<file path="src/rtl/intersection_arbiter.sv">
`default_nettype none
// ============================================================================
// Module   : intersection_arbiter
// Purpose  : Grants one lane at a time, waits for its red to drop and return,
//            enforces an all-red gap, then moves on. Optional macro
//            ARB_DENSITY_PRIORITY_EN selects highest-density lane first.
// Revision : 1.0 - initial release
// ============================================================================
module intersection_arbiter #(
    parameter int NUM_LANES      = 4,
    parameter int ALL_RED_CYCLES = 3,
    parameter int ACK_TIMEOUT    = 8
) (
    input  logic                   clk_i,
    input  logic                   reset_n_i,
    input  logic [2*NUM_LANES-1:0] density_i,
    input  logic [NUM_LANES-1:0]   lane_red_i,
    output logic [NUM_LANES-1:0]   grant_o,
    output logic [2:0]             active_lane_o,
    output logic                   busy_o,
    output logic [NUM_LANES-1:0]   fault_o
);

    localparam int C_IDX_W   = $clog2(NUM_LANES);
    localparam int C_TMAX    = (ACK_TIMEOUT > ALL_RED_CYCLES) ? ACK_TIMEOUT : ALL_RED_CYCLES;
    localparam int C_TIMER_W = $clog2(C_TMAX) + 1;
    localparam logic [C_TIMER_W-1:0] C_ACK_LAST = C_TIMER_W'(ACK_TIMEOUT - 1);
    localparam logic [C_TIMER_W-1:0] C_CLR_LAST = C_TIMER_W'(ALL_RED_CYCLES - 1);
    localparam logic [C_IDX_W-1:0]   C_LAST_LN  = C_IDX_W'(NUM_LANES - 1);
    localparam logic [NUM_LANES-1:0] C_ONE      = NUM_LANES'(1);

    typedef enum logic [2:0] {
        S_IDLE     = 3'd0,
        S_GRANT    = 3'd1,
        S_WAIT_GO  = 3'd2,
        S_WAIT_RED = 3'd3,
        S_CLEAR    = 3'd4
    } state_t;

    state_t                 state_q, state_d;
    logic [NUM_LANES-1:0]   grant_q, grant_d;
    logic [NUM_LANES-1:0]   fault_q, fault_d;
    logic [C_IDX_W-1:0]     sel_q, sel_d;
    logic [C_IDX_W-1:0]     rr_q, rr_d;
    logic                   busy_q, busy_d;
    logic [C_TIMER_W-1:0]   timer_q, timer_d;

    logic [NUM_LANES-1:0]   w_elig;
    logic                   w_any;
    logic [C_IDX_W-1:0]     w_pick;
    logic [C_IDX_W-1:0]     w_idx;
`ifdef ARB_DENSITY_PRIORITY_EN
    logic [1:0]             w_dens [NUM_LANES];
    logic [1:0]             w_best;
`endif

    for (genvar i = 0; i < NUM_LANES; i++) begin : g_elig
        assign w_elig[i] = (density_i[2*i +: 2] != 2'd0) && !fault_q[i] && lane_red_i[i];
`ifdef ARB_DENSITY_PRIORITY_EN
        assign w_dens[i] = density_i[2*i +: 2];
`endif
    end

    // Scan starts at rr_q, so the lane just served is visited last.
    always_comb begin
        w_any  = 1'b0;
        w_pick = '0;
        w_idx  = '0;
`ifdef ARB_DENSITY_PRIORITY_EN
        w_best = '0;
`endif
        for (int k = 0; k < NUM_LANES; k++) begin
            w_idx = C_IDX_W'((int'(rr_q) + k) % NUM_LANES);
`ifdef ARB_DENSITY_PRIORITY_EN
            if (w_elig[w_idx] && (!w_any || (w_dens[w_idx] > w_best))) begin
                w_best = w_dens[w_idx];
`else
            if (w_elig[w_idx] && !w_any) begin
`endif
                w_any  = 1'b1;
                w_pick = w_idx;
            end
        end
    end

    always_comb begin
        state_d = state_q;
        grant_d = '0;
        fault_d = fault_q;
        sel_d   = sel_q;
        rr_d    = rr_q;
        busy_d  = busy_q;
        timer_d = timer_q;
        unique case (state_q)
            S_IDLE: begin
                // Outputs are loaded on entry so the pulse coincides with GRANT.
                if (w_any) begin
                    state_d = S_GRANT;
                    sel_d   = w_pick;
                    grant_d = C_ONE << w_pick;
                    busy_d  = 1'b1;
                    timer_d = '0;
                end
            end
            S_GRANT: begin
                state_d = S_WAIT_GO;
            end
            S_WAIT_GO: begin
                if (!lane_red_i[sel_q]) begin
                    state_d = S_WAIT_RED;
                end else if (timer_q == C_ACK_LAST) begin
                    fault_d[sel_q] = 1'b1;
                    state_d        = S_CLEAR;
                    timer_d        = '0;
                end else begin
                    timer_d = timer_q + C_TIMER_W'(1);
                end
            end
            S_WAIT_RED: begin
                if (lane_red_i[sel_q]) begin
                    state_d = S_CLEAR;
                    timer_d = '0;
                end
            end
            S_CLEAR: begin
                if (timer_q == C_CLR_LAST) begin
                    busy_d  = 1'b0;
                    rr_d    = (sel_q == C_LAST_LN) ? '0 : sel_q + C_IDX_W'(1);
                    state_d = S_IDLE;
                end else begin
                    timer_d = timer_q + C_TIMER_W'(1);
                end
            end
            default: begin
                state_d = S_IDLE;
            end
        endcase
    end

    always_ff @(posedge clk_i or negedge reset_n_i) begin
        if (!reset_n_i) begin
            state_q <= S_IDLE;
            grant_q <= '0;
            fault_q <= '0;
            sel_q   <= '0;
            rr_q    <= '0;
            busy_q  <= 1'b0;
            timer_q <= '0;
        end else begin
            state_q <= state_d;
            grant_q <= grant_d;
            fault_q <= fault_d;
            sel_q   <= sel_d;
            rr_q    <= rr_d;
            busy_q  <= busy_d;
            timer_q <= timer_d;
        end
    end

    assign grant_o       = grant_q;
    assign fault_o       = fault_q;
    assign busy_o        = busy_q;
    assign active_lane_o = 3'(sel_q);

endmodule
`default_nettype wire

</file>
<file path="config.mk">
export PLATFORM = sky130hd
export DESIGN_NAME = intersection_arbiter
export DESIGN_NICKNAME = d
export VERILOG_FILES = /design/src/rtl/intersection_arbiter.sv
export SDC_FILE = /design/constraint.sdc
export NUM_CORES = 1
export LEC_CHECK = 0
export CAP_MARGIN = 10
export CELL_PAD_IN_SITES_DETAIL_PLACEMENT = 1
export CELL_PAD_IN_SITES_GLOBAL_PLACEMENT = 1
export CORE_UTILIZATION = 33
export CTS_CLUSTER_SIZE = 10
export DETAILED_ROUTE_END_ITERATION = 12
export PLACE_DENSITY = 0.67
export RECOVER_POWER = 25
export SLEW_MARGIN = 20
export SYNTH_ARGS = -nofsm -noshare
export SYNTH_HDL_FRONTEND = slang
export SYNTH_SLANG_ARGS = --single-unit
</file>
<file path="constraint.sdc">
create_clock -name clk_i -period 2.33 [get_ports clk_i]
set_input_delay 0.3495 -clock clk_i [delete_from_list [all_inputs] [get_ports clk_i]]
set_output_delay 0.3495 -clock clk_i [all_outputs]
set_load 0.02 [all_outputs]
</file>
==> run_results.csv, run 1 <==
group,metric,value,unit
clock_network,holdBufCountCts,0,
synth,syn_avg_cell_area,10.14,sq um
synth,syn_area,1166,sq um
clock_network,clk_latency,0.30,ns
clock_network,cts_resized,0,
synth,netlist-cell-type-count,43,
setup_path,cp-end-kind,"flop",
floorplanning,die_area,3775,sq um
floorplanning,fp.dieH,61.45,um
sta,finalSetupViolations,0,
synth,synth_fp_nets,135,
setup_path,slowest_stage,"dfrtp_1",
drt,drc,0,
grt,antenna_found_initial,0,
synth,ys_ff_latch,20,
clock_network,cts_tree,"done",
sta,finalSetupTns,0,ns
setup_path,required,2.50,ns
synth,synth_edf_count,0,
synth,synth.most_common_cell,"dfrtp_1",
layout,area_delta_synth_final,28.54,%
sta,grt_setup_unrepaired,"false",
synth,ys.flop_type,"dfrtp_1",
drt,totalWireLength,2.842,mm
sta,timing.final.crit_share,0.8366,
sta,maxSlewHeadroom,0.2479,
run,max-cap-violations,0,
layout,antennaDiodeCount,0,
clock_network,cts_buffers,3,
clock_network,cts.clk_slew.worst_paths,0.11,ns
sta,worst_slew_pin_slew,1.128,ns
synth,async_flop_share,1.000,
sta,whs,0.4988,ns
floorplanning,io_pins,26,
min_path,hold_path_class,"reg2reg",
sta,fin_crit,1.949,ns
sta,fin_skew,0.01005,ns
drt,met1Wirelength,1.207,mm
sta,finalHoldViolations,0,
drt,top_layer_used,"met4",
grt,grt_pass1_vias,999,
placement,port_buffers,24,
synth,yosys.area.top_type_share,0.4292,
floorplanning,num_rows,21,
layout,final_nets,164,
drt,routed_via_density,5.148,
grt,grtUsageTotal,0.1711,
layout,fin_area,1499,sq um
setup_path,crit_fanout,4,
floorplanning,core,3363,sq um
layout,fillCellCount,421,
synth,yosysTopAreaCell,"dfrtp_1",
grt,grt_pass1_wl,4.650,mm
clock_network,cts_buffer_depth,2,
floorplanning,fp.dieW,61.45,um
pwr,powerDensity,1013,nW/um^2
synth,syn_inst,115,
sta,fmax,513.0,MHz
clock_network,cts_sinks,20,
grt,grt_overflow,0,
drt,num_vias,973,
setup_path,critical-path-max-stage-delay,0.41,ns
synth,ys_seq_area_frac,0.4292,
pwr,peakVddDrop,0.4605,mV
placement,hpwlAfterDp,2.257,mm
layout,multi_input_area,611.8,sq um
setup_path,critPathKind,"reg2reg",
placement,placed_cell_area,1466,sq um
layout,drive_above_1_share,0.1119,
clock_network,clockRootBuffer,"clkbuf_4",
setup_path,cp_cell_sequence,"inv_1 > ha_1 > nor3b_1 > nor3_1 > a31oi_1 > or3_1 > o221ai_1",
synth,synth_area_leaders,"dfrtp_1, ha_1, inv_1",
drt,wl_met3,103,um
grt,grt_max_degree,21,
synth,yosys-top-cells-count,"dfrtp_1, inv_1, nand2_1",
setup_path,cp.arrival,2.12,ns
setup_path,start_kind,"flop",
synth,yosys_warnings,0,
sta,drv_slew,0,
pwr,leakage,0.6614,nW
placement,gp_congestion,0.7504,
floorplanning,start_util,0.3467,
layout,ff_latch_area,500.5,sq um
status,status,"finished, final reports clean",
clock_network,post_cts_buffers,0,
clock_network,htreeDepth,1,
drt,ant_nets,0,
drt,wl_per_cell,15.04,um
drt,dr.pass1.iters,6,
drt,initialDrtViolationCount,37,
drt,met2WireLength,1.511,mm
## report_power, final
part           switching, mW  internal, mW  total (mW)
Clock                  0.111        0.0953       0.206
Sequential             0.135         0.446       0.581
Combinational          0.404         0.327       0.730
Total                  0.650         0.868        1.52
## stage by stage
| step | instances | power, mW | utilization | worst slack (ns) |
|---|---|---|---|---|
| global route | 189 | 1.640 | 0.4457 | 0.2993 |
| global placement | 185 | 1.300 | 0.4360 | 0.2198 |
| CTS | 189 | 1.540 | 0.4468 | 0.3591 |
| finish | 189 | 1.518 | 0.4457 | 0.3807 |
| floorplan | 115 | 1.069 | - | 0.5673 |
| detailed placement | 185 | 1.325 | 0.4360 | 0.1770 |
## registers in the layout (all words and copies together), names as in the netlist
name,count
fault_o,4
grant_o,4
timer_q,4
state_q,3
rr_q,2
sel_q,2
busy_o,1
## path summary, 6_finish.rpt
path,startpoint,cells after the start,slack (ns),end
max,timer_q[0]$_DFFE_PN0P_,7,0.38,timer_q[3]$_DFFE_PN0P_
min reg2reg,busy_o$_DFFE_PN0P_,2,0.50,busy_o$_DFFE_PN0P_
max in group asynchronous,reset_n_i,2,0.89,grant_o[1]$_DFF_PN0_
min in group asynchronous,reset_n_i,2,0.77,state_q[2]$_DFFE_PN0P_
min,busy_o$_DFFE_PN0P_,2,0.50,busy_o$_DFFE_PN0P_
max reg2reg,timer_q[0]$_DFFE_PN0P_,7,0.38,timer_q[3]$_DFFE_PN0P_
## placed cells by master (no fill, tap or decap), types with 2 or more instances in the layout
cell type / n
nand3_1: 4
nor3_1: 6
clkbuf_4: 3
mux2_2: 2
a21o_1: 3
nand2b_1: 2
o21ai_0: 3
ha_1: 6
o211ai_1: 5
inv_1: 11
a21oi_1: 4
nand2_1: 8
nor2_1: 6
nor2b_1: 3
clkdlybuf4s50_1: 23
nand3b_1: 2
dfrtp_1: 20
nor3b_1: 3
## worst max-delay path: cells and delay by family (launching register included)
family | cells | cell delay [ns]
and+or+nand+nor | 3 | 0.70
DFF | 1 | 0.41
buffers and inverters | 1 | 0.11
adders and majority gates | 1 | 0.15
AOI/OAI and AO/OA | 2 | 0.45
## cell type report
cell class	instances	area share
timing repair buffer	26	0.1678
tap	46	0.03840
multi-input combinational	82	0.4082
inverter	11	0.02755
clock buffer	4	0.02421
sequential	20	0.3339
## per-layer routing
layer,vias to the layer above,global-route usage
li1,470,-
met1,480,0.2094
met2,21,0.3152
met3,2,0.02101
met4,0,0.04762
met5,-,0
## cells by family after synthesis
logic type,Yosys count,share of synthesized area
fa+ha+maj,6,0.06438
simple gates,42,0.2125
flops,20,0.4292
compound gates,29,0.1974
buf+inv,13,0.04614
mux,4,0.04721
other cells,1,0.003216
(Power assumes the default switching activity.)
==> run 2, diff against run 1 <==
- clock period: 2.33 -> 1.8 ns (I/O delays scaled with it)
==> run_results.csv, run 2 (synthesis results as in run 1) <==
group,metric,value,unit
drt,wl_per_cell,16.10,um
layout,antennaDiodeCount,0,
layout,area_delta_synth_final,40.24,%
grt,grt_overflow,0,
placement,dp_cells,198,
clock_network,holdBufCountCts,0,
setup_path,crit_family,"simple AND/OR/NAND/NOR gates",
drt,ant_nets,0,
sta,worst_slack,0.08632,ns
sta,grt_setup_unrepaired,"false",
setup_path,required,2.03,ns
clock_network,clk_latency,0.31,ns
placement,pre_cts_ws,-0.2509,ns
min_path,hold_path_class,"reg2reg",
setup_path,critical-path-max-stage-delay,0.44,ns
setup_path,reg2reg_slack,0.09,ns
floorplanning,fp.dieW,61.45,um
setup_path,crit_path_end,"timer_q[3]$_DFFE_PN0P_",
pwr,peakVddDrop,0.6342,mV
sta,finalSetupTns,0,ns
floorplanning,die_area,3775,sq um
drt,initialDrtViolationCount,31,
drt,met2WireLength,1.779,mm
setup_path,crit_buf_inv,0,
layout,fin_area,1635,sq um
sta,fin_skew,0.008584,ns
sta,whs,0.4947,ns
drt,dr.pass1.iters,4,
layout,final_cell_mix,"clkdlybuf4s50_1, dfrtp_1, buf_4, inv_1, nand2_1",
setup_path,cp_cell_sequence,"ha_1 > nor3b_2 > nor3_1 > a31oi_1 > or3_1 > o221ai_1",
sta,timing.final.crit_share,0.9520,
sta,fmax,583.5,MHz
setup_path,crit_fanout,4,
sta,worst_slew_pin_slew,1.118,ns
floorplanning,start_util,0.3467,
clock_network,cts_tree,"done",
layout,final_nets,177,
grt,grt_max_degree,21,
clock_network,cts_sinks,20,
placement,placed_cell_area,1564,sq um
sta,finalSetupViolations,0,
clock_network,cts_buffer_depth,2,
placement,hpwlAfterDp,2.436,mm
layout,layout.cells.non_filler,202,
sta,fin_crit,1.714,ns
placement,port_buffers,24,
clock_network,cts_buffers,3,
setup_path,cp.arrival,1.94,ns
setup_path,critPathKind,"reg2reg",
status,status,"finished, final reports clean",
floorplanning,core,3363,sq um
layout,layout_commonest_cell,"clkdlybuf4s50_1",
pwr,power,2.278,mW
placement,gp_congestion,0.7233,
clock_network,cts.clk_slew.worst_paths,0.12,ns
grt,grt_pass1_wl,5.195,mm
run,max-cap-violations,0,
setup_path,r2r_start,"timer_q[1]$_DFFE_PN0P_",
clock_network,htreeDepth,1,
setup_path,path_depth,6,
sta,finalHoldViolations,0,
setup_path,ff2ff_path_depth,6,
drt,drc,0,
setup_path,start_kind,"flop",
setup_path,cp-end-kind,"flop",
pwr,leakage,0.7530,nW
layout,drive_above_1_share,0.1987,
floorplanning,num_rows,21,
grt,antenna_found_initial,0,
drt,top_layer_used,"met4",
pwr,powerDensity,1393,nW/um^2
drt,met1Wirelength,1.312,mm
layout,final_core_util,0.4862,
drt,wl_met3,117,um
setup_path,slowest_stage,"dfrtp_1",
grt,grtUsageTotal,0.1966,
grt,grt_pass1_vias,1120,
setup_path,cp-startpoint,"timer_q[1]$_DFFE_PN0P_",
drt,routed_via_density,5.054,
drt,num_vias,1021,
sta,drv_slew,0,
drt,totalWireLength,3.252,mm
clock_network,clockRootBuffer,"clkbuf_4",
setup_path,r2r_end,"timer_q[3]$_DFFE_PN0P_",
min_path,hold_depth,2,
floorplanning,fp.dieH,61.45,um
floorplanning,io_pins,26,
sta,maxSlewHeadroom,0.2544,
-- run 2: cell count changes in the layout (fill, tap and decap cells not counted), sizes merged --
cell,delta
buf,+13
bufinv,+1
clkbuf,-1
clkdlybuf4s50,-1
dlymetal6s2s,+1
-- run 2: final cells by class --
type | instances | area, sq um
Fill cell | 412 | 1728
Multi-Input combinational cell | 82 | 631.9
Sequential cell | 20 | 500.5
Timing Repair Buffer | 39 | 351.6
Tap cell | 46 | 57.56
Inverter | 11 | 41.29
Clock inverter | 1 | 30.03
Clock buffer | 3 | 22.52
-- run 2: timing repair --
action / 4_1_cts / 5_1_grt
resized for setup: 0 / 5
endpoints found under the setup margin: 0 / 7
buffers inserted: 0 / 0
-- run 2: how the worst min path moves through the flow --
stage	startpoint	endpoint	slack (ns)
after detailed placement	busy_o$_DFFE_PN0P_	busy_o$_DFFE_PN0P_	0.47
after floorplan	reset_n_i	busy_o$_DFFE_PN0P_	-0.03
after CTS	reset_n_i	fault_o[1]$_DFFE_PN0P_	0.29
after global placement	busy_o$_DFFE_PN0P_	busy_o$_DFFE_PN0P_	0.46
final	fault_o[3]$_DFFE_PN0P_	fault_o[3]$_DFFE_PN0P_	0.49
after global routing	busy_o$_DFFE_PN0P_	busy_o$_DFFE_PN0P_	0.52
-- run 2: power breakdown --
part / switching [mW] / internal, mW / leakage [nW] / total (mW)
Sequential: 0.147 / 0.578 / 0.260 / 0.725
Clock: 0.150 / 0.225 / 0.0279 / 0.376
Combinational: 0.626 / 0.551 / 0.465 / 1.18
Total: 0.923 / 1.35 / 0.753 / 2.28
-- run 2: worst register-to-register path, stage by stage (launching register included) --
cell	delay, ns
dfrtp_1	0.44
ha_1	0.19
nor3b_2	0.18
nor3_1	0.26
a31oi_1	0.10
or3_1	0.39
o221ai_1	0.08
-- run 2: routing by layer --
| layer | global-route usage | up-vias |
|---|---|---|
| met5 | 0 | - |
| met4 | 0.05714 | 0 |
| met3 | 0.04202 | 4 |
| met2 | 0.3742 | 22 |
| met1 | 0.2189 | 498 |
| li1 | - | 497 |
==> RTL change 1, RTL diff (config.mk and constraints of run 1) <==
`NUM_LANES`: 4 -> 2.
--- a/src/rtl/intersection_arbiter.sv
+++ b/src/rtl/intersection_arbiter.sv
@@ -9,3 +9,3 @@
 module intersection_arbiter #(
-    parameter int NUM_LANES      = 4,
+    parameter int NUM_LANES      = 2,
     parameter int ALL_RED_CYCLES = 3,
Interface: changed (resized density_i, fault_o, grant_o and lane_red_i); port bits go from 26 to 16. No check against the original RTL was run, so the function may have changed too.
==> RTL change 1 against run 1 <==
Sequential share of layout area increased by 0.92 points. Synthesized cell count is 29% lower. Wire length decreased by 34%. Worst setup slack better by 84 ps. Global-route usage fell by 0.76 points. Sequential cell count is 6 lower. Final area decreased by 32%. Combinational power fell by 27%. First-iteration DRC count decreased by 89%. Area after synthesis is 26% lower. Maximum frequency increased by 4.5%. Non-clock buffer count fell by 13. Worst hold slack worse by 0.85 ps. Power down 23%. Largest power group unchanged. Highest routed layer unchanged.
==> RTL change 1: results (changes against run 1) <==
Status: finished, final reports clean (unchanged)
Number of global-route vias before repair: 727 (was 999)
Largest net degree at the start of global routing: 15 (was 21)
Detailed Place HPWL: 1500 µm (was 2260 µm)
Maximum clock path buffer count: 2 (unchanged)
CTS Buf Count: 3 (unchanged)
GRT Total Usage: 0.163 (was 0.171)
CTS root buf: clkbuf_4 (unchanged)
Yosys cell types: 44 (was 43)
Later-pin clock latency in the skew report: 280 ps (was 300 ps)
Fraction of post-synthesis cell area in the top cell type by area: 0.408 (was 0.429)
Synth area leaders: dfrtp_1 41%, buf_4 3.5%, nor2_1 3.5%, ha_1 2.9%, nand2b_1 2.9% (was dfrtp_1 43%, ha_1 6.4%, inv_1 3.5%, o211ai_1 3.2%, nor3_1 2.6%)
Routed vias/inst: 5.33 (was 5.15)
NumNets Final: 105 (was 164)
Initial DRC Count: 4 (was 37)
Initial DRT Pass Iterations: 2 (was 6)
Pleak: 0.000440 µW (was 0.000661 µW)
Critical path arrival: 2030 ps (was 2120 ps)
Total of warnings raised by yosys: 0 (unchanged)
Layout cells sized above 1: 0.160 (was 0.112)
Input/output buffers: 13 (was 24)
Hold buffer count at cts: 0 (unchanged)
Fillers: 297 (was 421)
Setup bufs post-CTS: 0 (unchanged)
Max VDD drop: 0.495 mV (was 0.460 mV)
Post-Layout Cell Count: 124 (was 189)
H-tree depth: 1 (unchanged)
Setup TNS: 0 ps (unchanged)
Regs by FF count: timer_q: 4 flops, state_q: 3 flops
Post-CTS Resized: 0 (unchanged)
Final Wtd Congestion: 0.758 (was 0.750)
Clk pin slew, worst setup/hold paths: 90 ps (was 110 ps)
Top_reg_cell synth: dfrtp_1 (unchanged)
Sequential area share after synthesis: 0.408 (was 0.429)
Syn_area_per_cell: 10.5 µm² (was 10.1 µm²)
FFs w/ async S/R, synth: 1.00 (unchanged)
Commonest cells post-synth: 14 x dfrtp_1, 8 x nor2_1, 4 x buf_4, 4 x nand2b_1 (was 20 x dfrtp_1, 11 x inv_1, 8 x nand2_1)
Net Sw Power: 477 µW (was 650 µW)
Detail Route Antenna Nets: 0 (unchanged)
Global-route wire length before repair: 3310 µm (was 4650 µm)
Worst hold-check path type: register to register (unchanged)
Rel. slew slack: 0.543 (was 0.248)
Post-Route Skew: 3.36 ps (was 10.0 ps)
DRT Wirelength: 1870 µm (was 2840 µm)
-- RTL change 1: cell types whose count changed after synthesis, moves of 3 or more --
cell | before | now
a21o_1 | 3 | 0
buf_4 | 1 | 4
dfrtp_1 | 20 | 14
ha_1 | 6 | 2
inv_1 | 11 | 3
nand2_1 | 8 | 3
nor3_1 | 6 | 2
o211ai_1 | 5 | 1
-- RTL change 1: layer usage --
metal	global-route usage	part of all wire
met4	0.0482	0.0064
met5	0	0
met2	0.304	0.52
met1	0.185	0.43
met3	0.0316	0.043
-- RTL change 1: layout make-up --
cell class / instances / share of cell area
Timing Repair Buffer: 13 / 0.127
Inverter: 3 / 0.0110
Clock buffer: 4 / 0.0355
Sequential cell: 14 / 0.343
Tap cell: 30 / 0.0368
Multi-Input combinational cell: 60 / 0.446
-- RTL change 1: cells by family after synthesis --
logic type	share of synthesized area
multiplexers	0.0408
other	0.00436
adder cells (fa/ha/maj)	0.0291
XOR/XNOR	0.0102
AO/OA/AOI/OAI	0.186
buffers and inverters	0.0670
flip-flops	0.408
AND/OR/NAND/NOR	0.255
-- RTL change 1: worst max-delay path: stages, from the launching register on --
cell     delay (ps)
dfrtp_1         400
inv_1            90
ha_1            200
nor3b_2         180
o21ai_1         330
and3_4          270
mux2_4          290
-- RTL change 1: per-stage QoR --
step	util	power, µW	instance area (µm²)	worst slack, ps
CTS	0.412	1180	1020	456
global route	0.412	1270	1020	351
finish	0.412	1170	1020	464
detailed placement	0.397	1000	985	376
floorplan	-	896	863	635
global placement	0.397	984	985	407
-- RTL change 1: worst paths after layout --
| path | slack, ps | from | cells after the start | endpoint |
|---|---|---|---|---|
| setup / recovery | 460 | timer_q[0]$_DFFE_PN0P_ | 6 | timer_q[1]$_DFFE_PN0P_ |
| hold / removal | 500 | fault_o[1]$_DFFE_PN0P_ | 1 | fault_o[1]$_DFFE_PN0P_ |
| setup reg to reg | 460 | timer_q[0]$_DFFE_PN0P_ | 6 | timer_q[1]$_DFFE_PN0P_ |
| hold reg to reg | 500 | fault_o[1]$_DFFE_PN0P_ | 1 | fault_o[1]$_DFFE_PN0P_ |
| max in group asynchronous | 1350 | reset_n_i | 1 | timer_q[0]$_DFFE_PN0P_ |
| min in group asynchronous | 550 | reset_n_i | 1 | sel_q$_DFFE_PN0P_ |
-- RTL change 1: power by group through the flow --
stage / logic (µW) / registers [µW] / clock network, µW
after floorplan: 501 / 396 / 0
after global placement: 527 / 457 / 0
after detailed placement: 542 / 460 / 0
after CTS: 542 / 454 / 184
after global routing: 595 / 476 / 199
final: 535 / 451 / 181
==> RTL change 2, RTL diff (settings of run 1) <==
Without the edit above. Register the output `fault_o` once more, with the module's reset; this adds one clock of latency there. The other outputs are not delayed to match.
--- a/src/rtl/intersection_arbiter.sv
+++ b/src/rtl/intersection_arbiter.sv
@@ -160,3 +160,9 @@
     assign grant_o       = grant_q;
-    assign fault_o       = fault_q;
+    always_ff @(posedge clk_i or negedge reset_n_i) begin
+        if (!reset_n_i) begin
+            fault_o <= '0;
+        end else begin
+            fault_o <= fault_q;
+        end
+    end
     assign busy_o        = busy_q;
Behaviour: same outputs for any inputs over 10 cycles, from zero or initial values and one cycle with reset_n_i low; that may be too few to reach the edited logic, so the function may still have changed.
==> RTL change 2 against run 1 <==
Worst setup slack better by 72 ps. Sequential cell count increased by 4. Area after synthesis grew 11%. Non-clock buffer count rose by 1. Utilization decreased by 0.090 points. Cell count up 4.2%. Power increased by 7.2%. Synthesized cell count is 4.3% higher. Critical path type is now input port to register. Via count up 5.9%. Wire length rose by 8.1%. Critical endpoint is now timer_q[1]$_DFFE_PN0P_. Final area is 10% higher.
==> RTL change 2: results (changes against run 1) <==
Status: finished, final reports clean (unchanged)
CTS root buf: clkbuf_8 (was clkbuf_4)
Area Growth Syn to Fin: 28.0% (was 28.5%)
Dpl ws: 183 ps (was 177 ps)
Combinational fraction of design power: 0.452 (was 0.481)
Multi-input combinational area share: 0.397 (was 0.408)
Yosys cell types: 42 (was 43)
Compound-Gate Fraction of Synth Area: 0.140 (was 0.197)
Met2 usage: 0.301 (was 0.315)
R2R setup slack: 570 ps (was 380 ps)
Largest net degree at the start of global routing: 25 (was 21)
Initial DRC Count: 29 (was 37)
Pleak: 0.000772 µW (was 0.000661 µW)
DR vias: 1030 (was 973)
GRT Total Usage: 0.166 (was 0.171)
FF/Latch Area: 601 µm² (was 500 µm²)
M1 GR Usage: 0.200 (was 0.209)
Fillers: 423 (was 421)
Cell Area, Synth: 1290 µm² (was 1170 µm²)
Wire length on met2: 1640 µm (was 1510 µm)
Synth area leaders: dfrtp_1 47%, ha_1 5.8%, nor2_1 4.1%, a21o_1 2.9%, a32o_1 2.3% (was dfrtp_1 43%, ha_1 6.4%, inv_1 3.5%, o211ai_1 3.2%, nor3_1 2.6%)
Adder-Cell Fraction of Synth Area: 0.0581 (was 0.0644)
Post-Route Skew: 3.89 ps (was 10.0 ps)
Synth Instances: 120 (was 115)
Later-pin clock latency in the skew report: 260 ps (was 300 ps)
Met3 Resource Use GR: 0.0264 (was 0.0210)
ClkCell Share: 0.0333 (was 0.0242)
Clk pin slew, worst setup/hold paths: 80 ps (was 110 ps)
Max VDD drop: 0.376 mV (was 0.460 mV)
Post-Layout Cell Count: 197 (was 189)
CP Launch Point: density_i[1] (was timer_q[0]$_DFFE_PN0P_)
Met3 wire length: 62 µm (was 103 µm)
Sequential power share: 0.376 (was 0.383)
Sequential area share after synthesis: 0.465 (was 0.429)
==> RTL change 2: cell count changes in the layout (fill, tap and decap cells not counted), sizes merged, moves of 3 or more <==
cell,delta
o21ai,-4
dfrtp,+4
o211ai,-5
nor2,+8
or2,+3
a32o,+3
inv,-5
==> RTL change 2: worst min-delay path by stage <==
| stage | from | end | slack, ps | depth (start not counted) |
|---|---|---|---|---|
| final | fault_q[2]$_DFFE_PN0P_ | fault_o[2]$_DFF_PN0_ | 420 | 0 |
| after global routing | fault_q[2]$_DFFE_PN0P_ | fault_o[2]$_DFF_PN0_ | 440 | 0 |
| after CTS | fault_q[2]$_DFFE_PN0P_ | fault_o[2]$_DFF_PN0_ | 420 | 0 |
| after detailed placement | fault_q[2]$_DFFE_PN0P_ | fault_o[2]$_DFF_PN0_ | 400 | 0 |
| after global placement | fault_q[0]$_DFFE_PN0P_ | fault_o[0]$_DFF_PN0_ | 400 | 0 |
| after floorplan | reset_n_i | busy_o$_DFFE_PN0P_ | 50 | 0 |
